$ cat src/rtl/mod8_timer_pkg.sv
// Shared definitions for the mod-8 down timer.
//   timer_state_e : FSM state encoding (StIdle, StRun)
//   DEFAULT_WIDTH : default counter width (3 gives the mod-8 range)
//   max_load()    : largest programmable load value for a given width
//   MAX_LOAD      : max_load() evaluated at DEFAULT_WIDTH
package mod8_timer_pkg;

  typedef enum logic [0:0] {
    StIdle = 1'b0,
    StRun  = 1'b1
  } timer_state_e;

  localparam int unsigned DEFAULT_WIDTH = 3;

  function automatic int unsigned max_load(input int unsigned width);
    return (32'd1 << width) - 32'd1;
  endfunction

  localparam int unsigned MAX_LOAD = max_load(DEFAULT_WIDTH);

endpackage

$ cat src/rtl/dtimer_expiry.sv
// Combinational next-count / expiry decode for the down timer.
// Ports:
//   count      in  WIDTH  current count (never 0 while running)
//   reload_reg in  WIDTH  value captured by the last load
//   mode       in  1      1 = auto-reload on expiry, 0 = one-shot
//   next_count out WIDTH  count after one enabled cycle
//   expire     out 1      current cycle is the expiry cycle (count == 1)
module dtimer_expiry
  import mod8_timer_pkg::*;
#(
  parameter int unsigned WIDTH = DEFAULT_WIDTH
) (
  input  logic [WIDTH-1:0] count,
  input  logic [WIDTH-1:0] reload_reg,
  input  logic             mode,
  output logic [WIDTH-1:0] next_count,
  output logic             expire
);

  always_comb begin
    expire     = (count == WIDTH'(1));
    next_count = count - WIDTH'(1);
    // The final decrement lands on reload_reg or zero, so count never wraps.
    if (expire) begin
      next_count = mode ? reload_reg : '0;
    end
  end

endmodule

$ cat src/rtl/mod8_down_timer.sv
// Loadable down-counter/timer with a one-cycle terminal-count pulse.
// Optional feature: define MOD8_DOWN_TIMER_RELOAD_EN to add the auto_reload
// port; without it the timer is always one-shot.
// Ports:
//   clk         in  1      clock, rising edge
//   rst         in  1      asynchronous active-high reset
//   load        in  1      load strobe, samples load_val (beats en)
//   load_val    in  WIDTH  start / reload value (0 leaves the timer idle)
//   en          in  1      count enable, one decrement per enabled cycle
//   auto_reload in  1      reload on expiry (only with MOD8_DOWN_TIMER_RELOAD_EN)
//   count       out WIDTH  current count, registered
//   tc          out 1      terminal-count pulse, registered, one cycle
//   busy        out 1      high while running
module mod8_down_timer
  import mod8_timer_pkg::*;
#(
  parameter int unsigned WIDTH = DEFAULT_WIDTH
) (
  input  logic             clk,
  input  logic             rst,
  input  logic             load,
  input  logic [WIDTH-1:0] load_val,
  input  logic             en,
`ifdef MOD8_DOWN_TIMER_RELOAD_EN
  input  logic             auto_reload,
`endif
  output logic [WIDTH-1:0] count,
  output logic             tc,
  output logic             busy
);

  timer_state_e     state_q;
  logic [WIDTH-1:0] count_q;
  logic [WIDTH-1:0] reload_q;
  logic             tc_q;

  logic             mode;
  logic [WIDTH-1:0] next_count;
  logic             expire;

`ifdef MOD8_DOWN_TIMER_RELOAD_EN
  assign mode = auto_reload;
`else
  assign mode = 1'b0;
`endif

  dtimer_expiry #(
    .WIDTH(WIDTH)
  ) u_expiry (
    .count      (count_q),
    .reload_reg (reload_q),
    .mode       (mode),
    .next_count (next_count),
    .expire     (expire)
  );

  always_ff @(posedge clk or posedge rst) begin
    if (rst) begin
      state_q  <= StIdle;
      count_q  <= '0;
      reload_q <= '0;
      tc_q     <= 1'b0;
    end else if (load) begin
      // Load wins over a coincident expiry, so no tc pulse on this edge.
      count_q  <= load_val;
      reload_q <= load_val;
      tc_q     <= 1'b0;
      state_q  <= (load_val != '0) ? StRun : StIdle;
    end else begin
      case (state_q)
        StRun: begin
          if (en) begin
            count_q <= next_count;
            tc_q    <= expire;
            if (expire && !mode) begin
              state_q <= StIdle;
            end
          end else begin
            tc_q <= 1'b0;
          end
        end
        default: begin
          tc_q <= 1'b0;
        end
      endcase
    end
  end

  assign count = count_q;
  assign tc    = tc_q;
  assign busy  = (state_q == StRun);

endmodule

$ cat config.mk
export PLATFORM = sky130hd
export DESIGN_NAME = mod8_down_timer
export DESIGN_NICKNAME = d
export VERILOG_FILES = /design/src/rtl/mod8_timer_pkg.sv /design/src/rtl/dtimer_expiry.sv /design/src/rtl/mod8_down_timer.sv
export SDC_FILE = /design/constraint.sdc
export NUM_CORES = 1
export LEC_CHECK = 0
export ABC_AREA = 1
export CAP_MARGIN = 20
export CORE_AREA = 8 8 45 47
export CTS_CLUSTER_SIZE = 12
export DETAILED_ROUTE_END_ITERATION = 12
export DIE_AREA = 0 0 53 55
export SLEW_MARGIN = 10
export SYNTH_ARGS = -nofsm -noshare
export SYNTH_HDL_FRONTEND = slang
export SYNTH_SLANG_ARGS = --single-unit
$ cat constraint.sdc
create_clock -name clk -period 1.03 [get_ports clk]
set_clock_uncertainty 0.1 [all_clocks]
set_input_delay 0.103 -clock clk [delete_from_list [all_inputs] [get_ports clk]]
set_output_delay 0.103 -clock clk [all_outputs]
set_load 0.01 [all_outputs]
# == Word level (Yosys, flattened, before mapping) ==
# Index checks and enable logic that the tools add are counted.
# Widths: inputs -> output; s select.
# totals
reg_bits,5
latch_bits,0
ramBits,0
mem_bits_ro,0
inputBits,7
output_inout_bits,5
wordCells,21
mem_count,0
# classes
n_addsub,1
n_mul,0
div,0
magnitude_cmp,0
eq_ne,1
shifts,0
n_mux,12
bitwise,0
n_reduce_logical,4
# ops
cell,n
$mux 3,4
$mux 1,8
$reduce_bool 2->1,2
$eq 3x1->1 const B,1
$reduce_bool 3->1,1
$sub 3x1->3 const B,1
$reduce_and 2->1,1

# == Depth between registers and ports, before layout ==
# Gate-level depths: netlist (run 1).
# depth
ltp_word,5
ltp_mapped,7

# == Cells and area by module ==
# From an unflattened synthesis (run 1), not the netlist that was laid out.
# unflattened
cells_unflattened,66
hier_area_um2,476.7
# by_module_without_submodules
mod,instances,cells_each,area_each_um2,seq_area_each_um2
mod8_down_timer,1,46,365.4,200.2
dtimer_expiry,1,20,111.4,0.0

# == Worst setup path before layout (run 1) ==
# No wires, ideal clock.
# synth_path
path_type,reg-to-reg
startpoint,register count_q[0] (netlist: count[0])
endpoint,register count_q[1] (netlist: count[1])
arrival_time_ns,0.937
required_time_ns,0.865
setup_slack_ns,-0.072
path_stages_with_launch,5
period_less_slack_ns,1.102
path_cell_list,dfrtp_1 > inv_1 > ha_1 > nand3b_1 > nand2_1
# synth_between
elab_chain_len,5
# synth_rtl
item,line_no,source
"start, declared",mod8_down_timer.sv:33,logic [WIDTH-1:0] count_q;
"start signal, assigned",mod8_down_timer.sv:65,count_q <= load_val;
"start signal, assigned",mod8_down_timer.sv:73,count_q <= next_count;
$sub 3x1->3 / $eq 3x1->1 (equally long branches),"dtimer_expiry.sv:22, dtimer_expiry.sv:21",
$mux 3 (*),dtimer_expiry.sv:24,if (expire) begin
$mux 3 (*),mod8_down_timer.sv:72,if (en) begin
$mux 3 (*),mod8_down_timer.sv:70,case (state_q)
$mux 3 (*),mod8_down_timer.sv:63,end else if (load) begin
# Mark *: on every way between the ends. The rest lies on a longest branch, timed or not. The select of a mux whose other input is x is not followed.
# A chain may end at the register's enable or synchronous reset.

# == Worst setup path in the final report (run 1) ==
# Ends and elaborated chain as after synthesis.

==> summary.md, run 1 <==
| Metric | Value |
|---|---|
| Status | `finished, violations left` |
| Failing checks | `setup timing` |
| Std-Cell Rows | `14` |
| Largest family of logic cells by synthesized area | `simple AND/OR/NAND/NOR gates` |
| Worst-Margin Slew | `between 0.2 and 0.25 ns` |
| Ant. Diodes | `0` |
| GRT overflow | `0` |
| Layout cells sized above 1 | `a little over a third` |
| Fin crit period | `1.10 ns` |
| Yosys cell types | `10` |
| Final setup margin | `-0.0654 ns` |
| Final setup violation count | `5` |
| Clk pwr share | `32.5%` |
| CP Launch Type | `register` |
| CTS tree | `done` |
| Int Pwr | `0.495 mW` |
| Via-to-Cell Ratio | `~3.9` |
| Max cap viols | `0` |
| H-tree depth | `1` |
| Net Sw Power | `0.224 mW` |
| Placed instance area | `468 um^2` |
| Worst-path cell chain | `inv_2, ha_4, nand3b_1, nand2_1` |
| Syn nets | `54` |
| Synth warn | `0` |
| Root buf cell | `clkbuf_4` |
| Critical setup path kind | `reg -> reg` |
| Synth Register Bits | `5` |
| WP data arrival | `around 1.2 ns` |
| Final wirelength | `759 um` |
| RSZ-0062 raised after global routing | `yes` |
| Initial antenna violation count | `0` |
| Simple logic cell fraction of the synthesized area | `33.6%` |
| Pin count of the biggest net entering global routing | `8` |
| Max Fclk | `913 MHz` |
| Multiplexer share of the synthesized area | `0%` |
| Post-route cell area | `533 um^2` |
| Worst EP required | `1.11 ns` |
| XOR/XNOR Fraction of Synth Area | `0%` |
| Fin. max-slew vios | `0` |
| Total die area | `2920 um^2` |
| Crit. End Element | `register` |
| Deepest clock path buffer count | `2` |
| Crit share post-route | `106%` |
| Global Route Usage Sum | `5.53%` |
| Worst path max stage delay | `0.44 ns` |
| Reg area | `126 um^2` |
| First-pass GRT wire length | `1110 um` |
| Seq/Total Area, Yosys | `41.0%` |
| I/O Buffers | `11` |
| Die X | `between 50 and 60 um` |
| Area Overhead vs Synth | `74.6%` |
| Chip height | `about 55 um` |
| Placer Congestion | `0.750` |
| Reg clk slew, reported paths | `0.05 ns` |
| Post-Syn Instances | `45` |
| Antenna-violating nets left | `0` |
| Tot Pwr | `0.719 mW` |
| Synth Area per Inst | `6.78 um^2` |
| Worst-Skew Late Latency | `0.24 ns` |
| Nets | `77` |
| Worst VDD drop | `0.000637 V` |
| CTS sink cnt | `5` |
| 1st-iter DRT viols | `4` |
| Comb pwr share | `34.2%` |
| Flop pwr share | `between 30% and 40%` |
| CP max stage cell | `dfrtp_2` |
| Sw frac | `31.1%` |
| Core area | `between 1000 and 1500 um^2` |
| DRT Pass-1 Iters | `4` |
| Area occupied by multi-input gates | `183 um^2` |
| Pwr/cell area | `1350 nW/um^2` |
| IO Pins | `12` |
| Leakage power | `0.285 nW` |
| Max FO, Critical Path | `4` |
| Synthesized area | `approximately 310 um^2` |
| Slew Limit Headroom | `roughly 86%` |
| Fillers | `148` |
| Hold Vio Cnt, Final | `0` |
| Routed WL per cell | `9.14 um` |
| Hold WC Path Type | `in -> reg` |
| Via Count | `323` |
| Adder-Cell Fraction of Synth Area | `between 8 and 9%` |
| Vias in the first global route | `approximately 290` |
| Initial Util | `22.1%` |
| Num CTS Buffers | `3` |
| Hpwl dp | `548 um` |
| Residual DRC | `0` |
| Compound-gate portion of the synthesized area | `4.92%` |
state kept, by name (all words and copies together), names as in the netlist:
signal / cells
busy: 1
count: 3
tc: 1
power groups by stage:
stage                     Clock, mW  Combinational (mW)  Sequential, mW
final                         0.234               0.246           0.239
after global routing          0.257               0.272           0.243
after CTS                     0.236               0.201           0.233
after detailed placement          0               0.214           0.236
after global placement            0               0.214           0.237
after floorplan                   0              0.0836           0.248
through the flow:
stage | util, % | hold slack [ns] | setup TNS [ns] | std cells | worst slack [ns]
global route | 38.5 | 0.397 | -0.526 | 83 | -0.128
floorplan | - | -0.218 | -0.122 | 45 | -0.0526
CTS | 35.4 | 0.355 | -0.334 | 81 | -0.0837
finish | 38.5 | 0.383 | -0.207 | 83 | -0.0654
global placement | 33.8 | 0.226 | -0.911 | 76 | -0.168
detailed placement | 33.8 | 0.235 | -0.939 | 76 | -0.179
synth_stat cells, drive strengths merged:
cell	instances	area [um^2]
inv	10	37.5
nand3b	1	7.51
dfrtp	5	125
o21ai	3	15.0
ha	2	25.0
nand3	3	15.0
nor3	1	5.00
nor2	3	11.3
nand2	17	63.8
final timing paths:
kind	start	cells after the start	slack [ns]	endpoint
worst max register to register	count[0]	4	-0.07	count[1]
worst max-delay path	count[0]	4	-0.07	count[1]
max in group asynchronous	rst	3	0.11	count[0]
min in group asynchronous	rst	3	0.53	tc
worst min-delay path	en	3	0.38	tc
worst min register to register	busy	3	0.55	tc
logic make-up (layout without fill, tap and decap cells):
| family | Yosys count | in the layout |
|---|---|---|
| buffers and inverters | 10 | 32 |
| AND/OR/NAND/NOR | 25 | 25 |
| flip-flops | 5 | 5 |
| adder cells (fa/ha/maj) | 2 | 2 |
| AO/OA/AOI/OAI | 3 | 3 |
worst max-delay path: cells and delay by family, from the launching register on:
family / cells / cell delay [ns]
buf+inv: 1 / 0.09
simple gates: 2 / 0.22
fa+ha+maj: 1 / 0.19
flops: 1 / 0.44
placed cells by master (no fill, tap or decap):
| cell type | instances |
|---|---|
| buf_4 | 6 |
| inv_1 | 6 |
| ha_4 | 2 |
| clkbuf_1 | 1 |
| clkdlybuf4s50_1 | 6 |
| nand3b_1 | 1 |
| nor3_2 | 1 |
| dfrtp_2 | 1 |
| o21ai_0 | 2 |
| nand2_4 | 1 |
| nor2_2 | 1 |
| nand3_1 | 3 |
| dfrtp_1 | 4 |
| buf_2 | 5 |
| clkbuf_4 | 3 |
| o21ai_1 | 1 |
| nand2_1 | 16 |
| dlygate4sd3_1 | 1 |
| nor2_1 | 2 |
| inv_2 | 4 |
layout make-up:
cell class	instances	area share, %
Multi-Input combinational cell	30	34.3
Timing Repair Buffer	18	26.3
Sequential cell	5	23.7
Inverter	10	7.04
Clock buffer	4	4.93
Tap cell	16	3.76
per-layer routing:
layer / wire, um / up-vias / track usage [%] / part of all wire [%]
li1: - / 180 / - / -
met1: 372 / 131 / 5.81 / 49
met2: 331 / 10 / 7.42 / 44
met3: 39 / 2 / 1.87 / 5.1
met4: 15 / 0 / 7.76 / 2.0
met5: 0 / - / 0 / 0
timing repair:
action / CTS / global route
hold buffers: 1 / 0
setup endpoints to repair: 9 / 7
hold endpoints to repair: 5 / 0
gates resized for setup: 17 / 15
buffers inserted: 0 / 2
Note: power is estimated with default switching activity, not from simulation.
==> run 2: changes to the inputs <==
- ABC_AREA: 1 -> unset
==> summary.md, run 2 <==
| Metric | Value |
|---|---|
| Core area | `1380 um^2` |
| Nets | `63` |
| Max cap viols | `0` |
| Num CTS Buffers | `3` |
| Worst reg-to-reg setup slack | `-0.33 ns` |
| Yosys cell types | `15` |
| DRT Pass-1 Iters | `4` |
| Worst-Skew Late Latency | `about 0.24 ns` |
| Vias in the first global route | `~340` |
| Routed WL per cell | `11.0 um` |
| Yosys top cell by area | `dfrtp_1` |
| Asr flop ratio synth | `100%` |
| Reg clk slew, reported paths | `0.04 ns` |
| Area Overhead vs Synth | `98.1%` |
| First-pass GRT wire length | `1320 um` |
| Syn nets | `38` |
| Via-to-Cell Ratio | `just over 4` |
| Crit. End Element | `register` |
| Fillers | `between 100 and 150` |
| WP data arrival | `about 1.4 ns` |
| Worst path max stage delay | `0.40 ns` |
| Hold path cells | `3` |
| CP max stage cell | `dfrtp_1` |
| Placer Congestion | `0.704` |
| Critical setup path kind | `reg -> reg` |
| Slew Limit Headroom | `a little over four fifths` |
| Antenna-violating nets left | `0` |
| Most instantiated cells after synthesis | `dfrtp_1, a21oi_1, inv_1, nand2_1` |
| Int Pwr | `0.521 mW` |
| Synth Register Bits | `5` |
| Worst-path cell chain | `inv_2, ha_4, or3b_4, a21oi_2` |
| CTS sink cnt | `5` |
| RSZ-0062 raised after global routing | `yes` |
| Sw frac | `27.8%` |
| Hold endpoint | `count[0]` |
| Hpwl dp | `531 um` |
| Std-Cell Rows | `14` |
| Seq/Total Area, Yosys | `between 40% and 50%` |
| Chip height | `55 um` |
| Final setup margin | `-0.329 ns` |
| Fin crit period | `1.36 ns` |
| I/O Buffers | `11` |
| Final wirelength | `~760 um` |
| Via Count | `286` |
| CTS tree | `done` |
| Clk pwr share | `30.8%` |
| Synth warn | `0` |
| Synth top area cells | `dfrtp_1, ha_1, a21oi_1` |
| H-tree depth | `1` |
| FF-to-FF path depth | `4` |
| Post-Syn Instances | `29` |
| Max FFs per register | `3` |
| Total die area | `2920 um^2` |
| Crit share post-route | `132%` |
| Number of synthesized flops with an enable pin | `0` |
| Area share of the largest cell type after synthesis | `between 40% and 50%` |
| Global Route Usage Sum | `6.52%` |
| Max FO, Critical Path | `3` |
| Min-delay src | `load_val[0]` |
| Pwr/cell area | `1360 nW/um^2` |
| Ant. Diodes | `0` |
| Synth Area per Inst | `9.23 um^2` |
| IO Pins | `12` |
| Worst EP required | `1.10 ns` |
| Failing checks | `setup timing` |
| Layout cells sized above 1 | `45.3%` |
| Initial Util | `19.3%` |
| Initial antenna violation count | `0` |
| Hold WC Path Type | `in -> reg` |
| Flop pwr share | `32.6%` |
| RR Endpoint | `count[1]` |
| Worst VDD drop | `0.000562 V` |
| GRT overflow | `0` |
| Reg2reg start | `count[0]` |
| Worst-Margin Slew | `about 0.23 ns` |
| Most common library cell in the layout ignoring fill and taps | `buf_4` |
| Fin. max-slew vios | `0` |
| Hold Vio Cnt, Final | `0` |
| Die X | `53 um` |
| Tot Pwr | `0.722 mW` |
| Final setup violation count | `7` |
| Max Fclk | `roughly 740 MHz` |
| Comb pwr share | `36.7%` |
| Pre-CTS setup slack | `-0.329 ns` |
| Synthesized area | `268 um^2` |
| Net Sw Power | `0.200 mW` |
| Synth Flop Type | `dfrtp_1` |
| Most frequent cell after synthesis | `dfrtp_1` |
| Pin count of the biggest net entering global routing | `8` |
| 1st-iter DRT viols | `3` |
| Status | `finished, violations left` |
| CP Launch Type | `register` |
| Deepest clock path buffer count | `2` |
| Leakage power | `0.249 nW` |
| Root buf cell | `clkbuf_4` |
| Residual DRC | `0` |
| Most frequent cells in the layout | `buf_4, clkdlybuf4s50_1, dfrtp_1` |
-- run 2: logic make-up after synthesis --
family | after synthesis | synth area share [%]
xor+xnor | 1 | 3.27
buf+inv | 3 | 4.21
flops | 5 | 46.7
fa+ha+maj | 2 | 9.34
compound gates | 6 | 11.2
mux | 1 | 3.74
simple gates | 11 | 21.5
-- run 2: per-layer routing --
layer,GRT usage (%),up-vias,routed length (um)
met1,5.82,127,311
met3,2.41,4,44
li1,-,144,-
met5,0,-,0
met4,7.76,0,31
met2,10.5,11,372
-- run 2: critical path: cells and delay by family (launching register included) --
family | cells | cell delay (ns)
flops | 1 | 0.40
simple gates | 1 | 0.39
compound gates | 1 | 0.12
buf+inv | 1 | 0.09
fa+ha+maj | 1 | 0.19
-- run 2: stage by stage --
stage               std cells  setup TNS, ns  hold WS (ns)  util [%]  cell area (um^2)
detailed placement         62          -1.54         0.219      32.0               443
finish                     69          -1.15         0.348      38.3               531
CTS                        68         -0.987         0.346      36.8               509
global route               69          -1.49         0.378      38.3               531
global placement           62          -1.52         0.213      32.0               443
floorplan                  29         -0.586        -0.218         -               268
-- run 2: what timing repair did --
| item | in CTS | in global routing |
|---|---|---|
| gates resized for setup | 24 | 5 |
| pin swaps | 4 | 0 |
| buffers inserted | 1 | 1 |
| hold buffers | 1 | 0 |
| endpoints found under the setup margin | 10 | 8 |
| hold endpoints to repair | 5 | 0 |
-- run 2: worst max path at each step --
stage                         from       end  slack (ns)  cells after the start
after floorplan           count[0]  count[1]       -0.34                      4
after global placement    count[0]  count[1]       -0.34                      4
after detailed placement  count[0]  count[1]       -0.33                      4
after CTS                 count[0]  count[1]       -0.31                      4
after global routing      count[0]  count[1]       -0.36                      4
final                     count[0]  count[1]       -0.33                      4
-- run 2: power by group through the flow --
stage               Clock, mW  Combinational [mW]  Sequential (mW)
global route            0.240               0.289            0.238
global placement            0               0.204            0.238
finish                  0.222               0.265            0.235
floorplan                   0              0.0698            0.248
CTS                     0.229               0.230            0.236
detailed placement          0               0.202            0.239
-- run 2: layout make-up --
cell class | count | area, um^2 | area share (%)
flip-flops and latches | 5 | 125 | 23.6
well taps | 16 | 20.0 | 3.77
inverters | 3 | 11.3 | 2.12
multi-input cells | 21 | 173 | 32.5
clock buffers | 4 | 26.3 | 4.95
repair buffers | 20 | 175 | 33.0
==> run 3: changes to the inputs <==
- SETUP_SLACK_MARGIN: unset -> 0.2
==> summary.md, run 3 (same netlist as run 2, synthesis figures left out) <==
| Metric | Value |
|---|---|
| Status | `finished, violations left` |
| Failing checks | `hold timing, setup timing` |
| Reg clk slew, reported paths | `approximately 0.05 ns` |
| Non-filler cells, final | `72` |
| Pwr/cell area | `1370 nW/um^2` |
| Max FFs per register | `3` |
| Final setup margin | `-0.337 ns` |
| Pin count of the biggest net entering global routing | `6` |
| Hpwl dp | `603 um` |
| Fin crit period | `1.37 ns` |
| I/O Buffers | `11` |
| Max FO, Critical Path | `3` |
| Area occupied by multi-input gates | `~160 um^2` |
| Layout cells sized above 1 | `48.2%` |
| Flop pwr share | `31.6%` |
| Via Count | `295` |
| Post-route cell area | `546 um^2` |
| Std-Cell Rows | `14` |
| Final setup violation count | `6` |
| Global Route Usage Sum | `6.63%` |
| Placer Congestion | `0.683` |
| Hold WC Path Type | `in -> async` |
| Fin. max-slew vios | `0` |
| Area Overhead vs Synth | `104%` |
| Reg2reg start | `count[0]` |
| Hold Vio Cnt, Final | `5` |
| Pre-CTS setup slack | `-0.356 ns` |
| Final wirelength | `778 um` |
| Fillers | `131` |
| Die X | `53 um` |
| Hold WS | `-0.0505 ns` |
| Initial Util | `19.3%` |
| Via-to-Cell Ratio | `4.10` |
| Leakage power | `0.260 nW` |
| Chip height | `approximately 55 um` |
| Worst-Skew Late Latency | `0.25 ns` |
| Int Pwr | `0.535 mW` |
| Worst-path cell chain | `inv_2, ha_4, or3b_1, a21oi_2` |
| Clk pwr share | `a little under a third` |
| Sw frac | `28.3%` |
| Worst path max stage delay | `0.40 ns` |
| CP Buf/Inv Count | `1` |
| Reg area | `roughly 130 um^2` |
| Root buf cell | `clkbuf_4` |
| DRT Pass-1 Iters | `4` |
| WP data arrival | `about 1.4 ns` |
| Worst EP required | `1.11 ns` |
| Critical path origin | `count[0]` |
| Nets | `66` |
| Most frequent cells in the layout | `buf_4, clkdlybuf4s50_1, buf_6` |
| Worst-Margin Slew | `0.212 ns` |
| H-tree depth | `1` |
| Antenna-violating nets left | `0` |
| Num CTS Buffers | `3` |
| Max cap viols | `0` |
| Crit. End Element | `register` |
| Initial antenna violation count | `0` |
| Placed instance area | `468 um^2` |
| Core area | `about 1400 um^2` |
| CTS sink cnt | `5` |
| Placed Cells incl. Taps | `65` |
| IO Pins | `12` |
| Ant. Diodes | `0` |
| Routed WL per cell | `about 11 um` |
| Net Sw Power | `about 0.21 mW` |
| Worst VDD drop | `0.000480 V` |
| Most common library cell in the layout ignoring fill and taps | `buf_4` |
| Comb pwr share | `37.1%` |
| Tot Pwr | `0.747 mW` |
| Critical path's top delay family | `flip-flops` |
| Crit share post-route | `133%` |
| Vias in the first global route | `between 300 and 400` |
| CP max stage cell | `dfrtp_1` |
| Deepest clock path buffer count | `2` |
| CP Launch Type | `register` |
| First-pass GRT wire length | `roughly 1300 um` |
| 1st-iter DRT viols | `5` |
| Critical setup path kind | `reg -> reg` |
| Max Fclk | `731 MHz` |
| CTS tree | `done` |
| GRT overflow | `0` |
| RSZ-0062 raised after global routing | `yes` |
| Residual DRC | `0` |
| Slew Limit Headroom | `between 80% and 90%` |
| Total die area | `2920 um^2` |
[run 3: cell count changes in the layout (fill, tap and decap cells not counted), sizes merged]
cell | before | now
dlygate4sd3 | 1 | 0
buf | 12 | 17
dlygate4sd2 | 1 | 0
[run 3: metal layers]
layer	track usage, %	wire length, um
met1	6.74	313
met2	8.98	352
met3	1.87	69
met4	10.3	42
met5	0	0
[run 3: stage by stage]
stage	setup TNS, ns	utilization (%)
after global placement	-1.64	33.8
after floorplan	-0.586	-
after CTS	-1.07	38.3
final	-1.14	39.4
after global routing	-1.62	39.4
after detailed placement	-1.71	33.8
[run 3: power by group through the flow]
stage	logic (mW)	clock network [mW]	registers (mW)
after floorplan	0.0716	0	0.248
after global routing	0.309	0.245	0.239
final	0.277	0.234	0.236
after detailed placement	0.221	0	0.239
after global placement	0.220	0	0.238
after CTS	0.264	0.244	0.235
[run 3: worst reg2reg max path: stages (launching register included)]
cell and delay (ns):
dfrtp_1 0.40, inv_2 0.10, ha_4 0.19, or3b_1 0.38, a21oi_2 0.13
[run 3: final timing paths]
kind | slack (ns) | endpoint | depth (start not counted)
max | -0.34 | count[1] | 4
min | -0.05 | count[2] | 2
max reg2reg | -0.34 | count[1] | 4
min reg2reg | 0.53 | busy | 2
max in group asynchronous | 0.71 | count[0] | 2
min in group clk | 0.33 | count[2] | 3
[run 3: layout make-up]
type                            count  share of cell area [%]
Clock buffer                        4                    4.82
Inverter                            3                    2.06
Multi-Input combinational cell     21                    29.4
Sequential cell                     5                    22.9
Tap cell                           16                    3.67
Timing Repair Buffer               23                    37.2
[run 3: timing repair]
action                                 CTS  global route
endpoints found under the hold margin    5             5
buffers inserted                         2             1
setup endpoints to repair               10            10
gates resized for setup                 27             2
pin swaps                                6             2
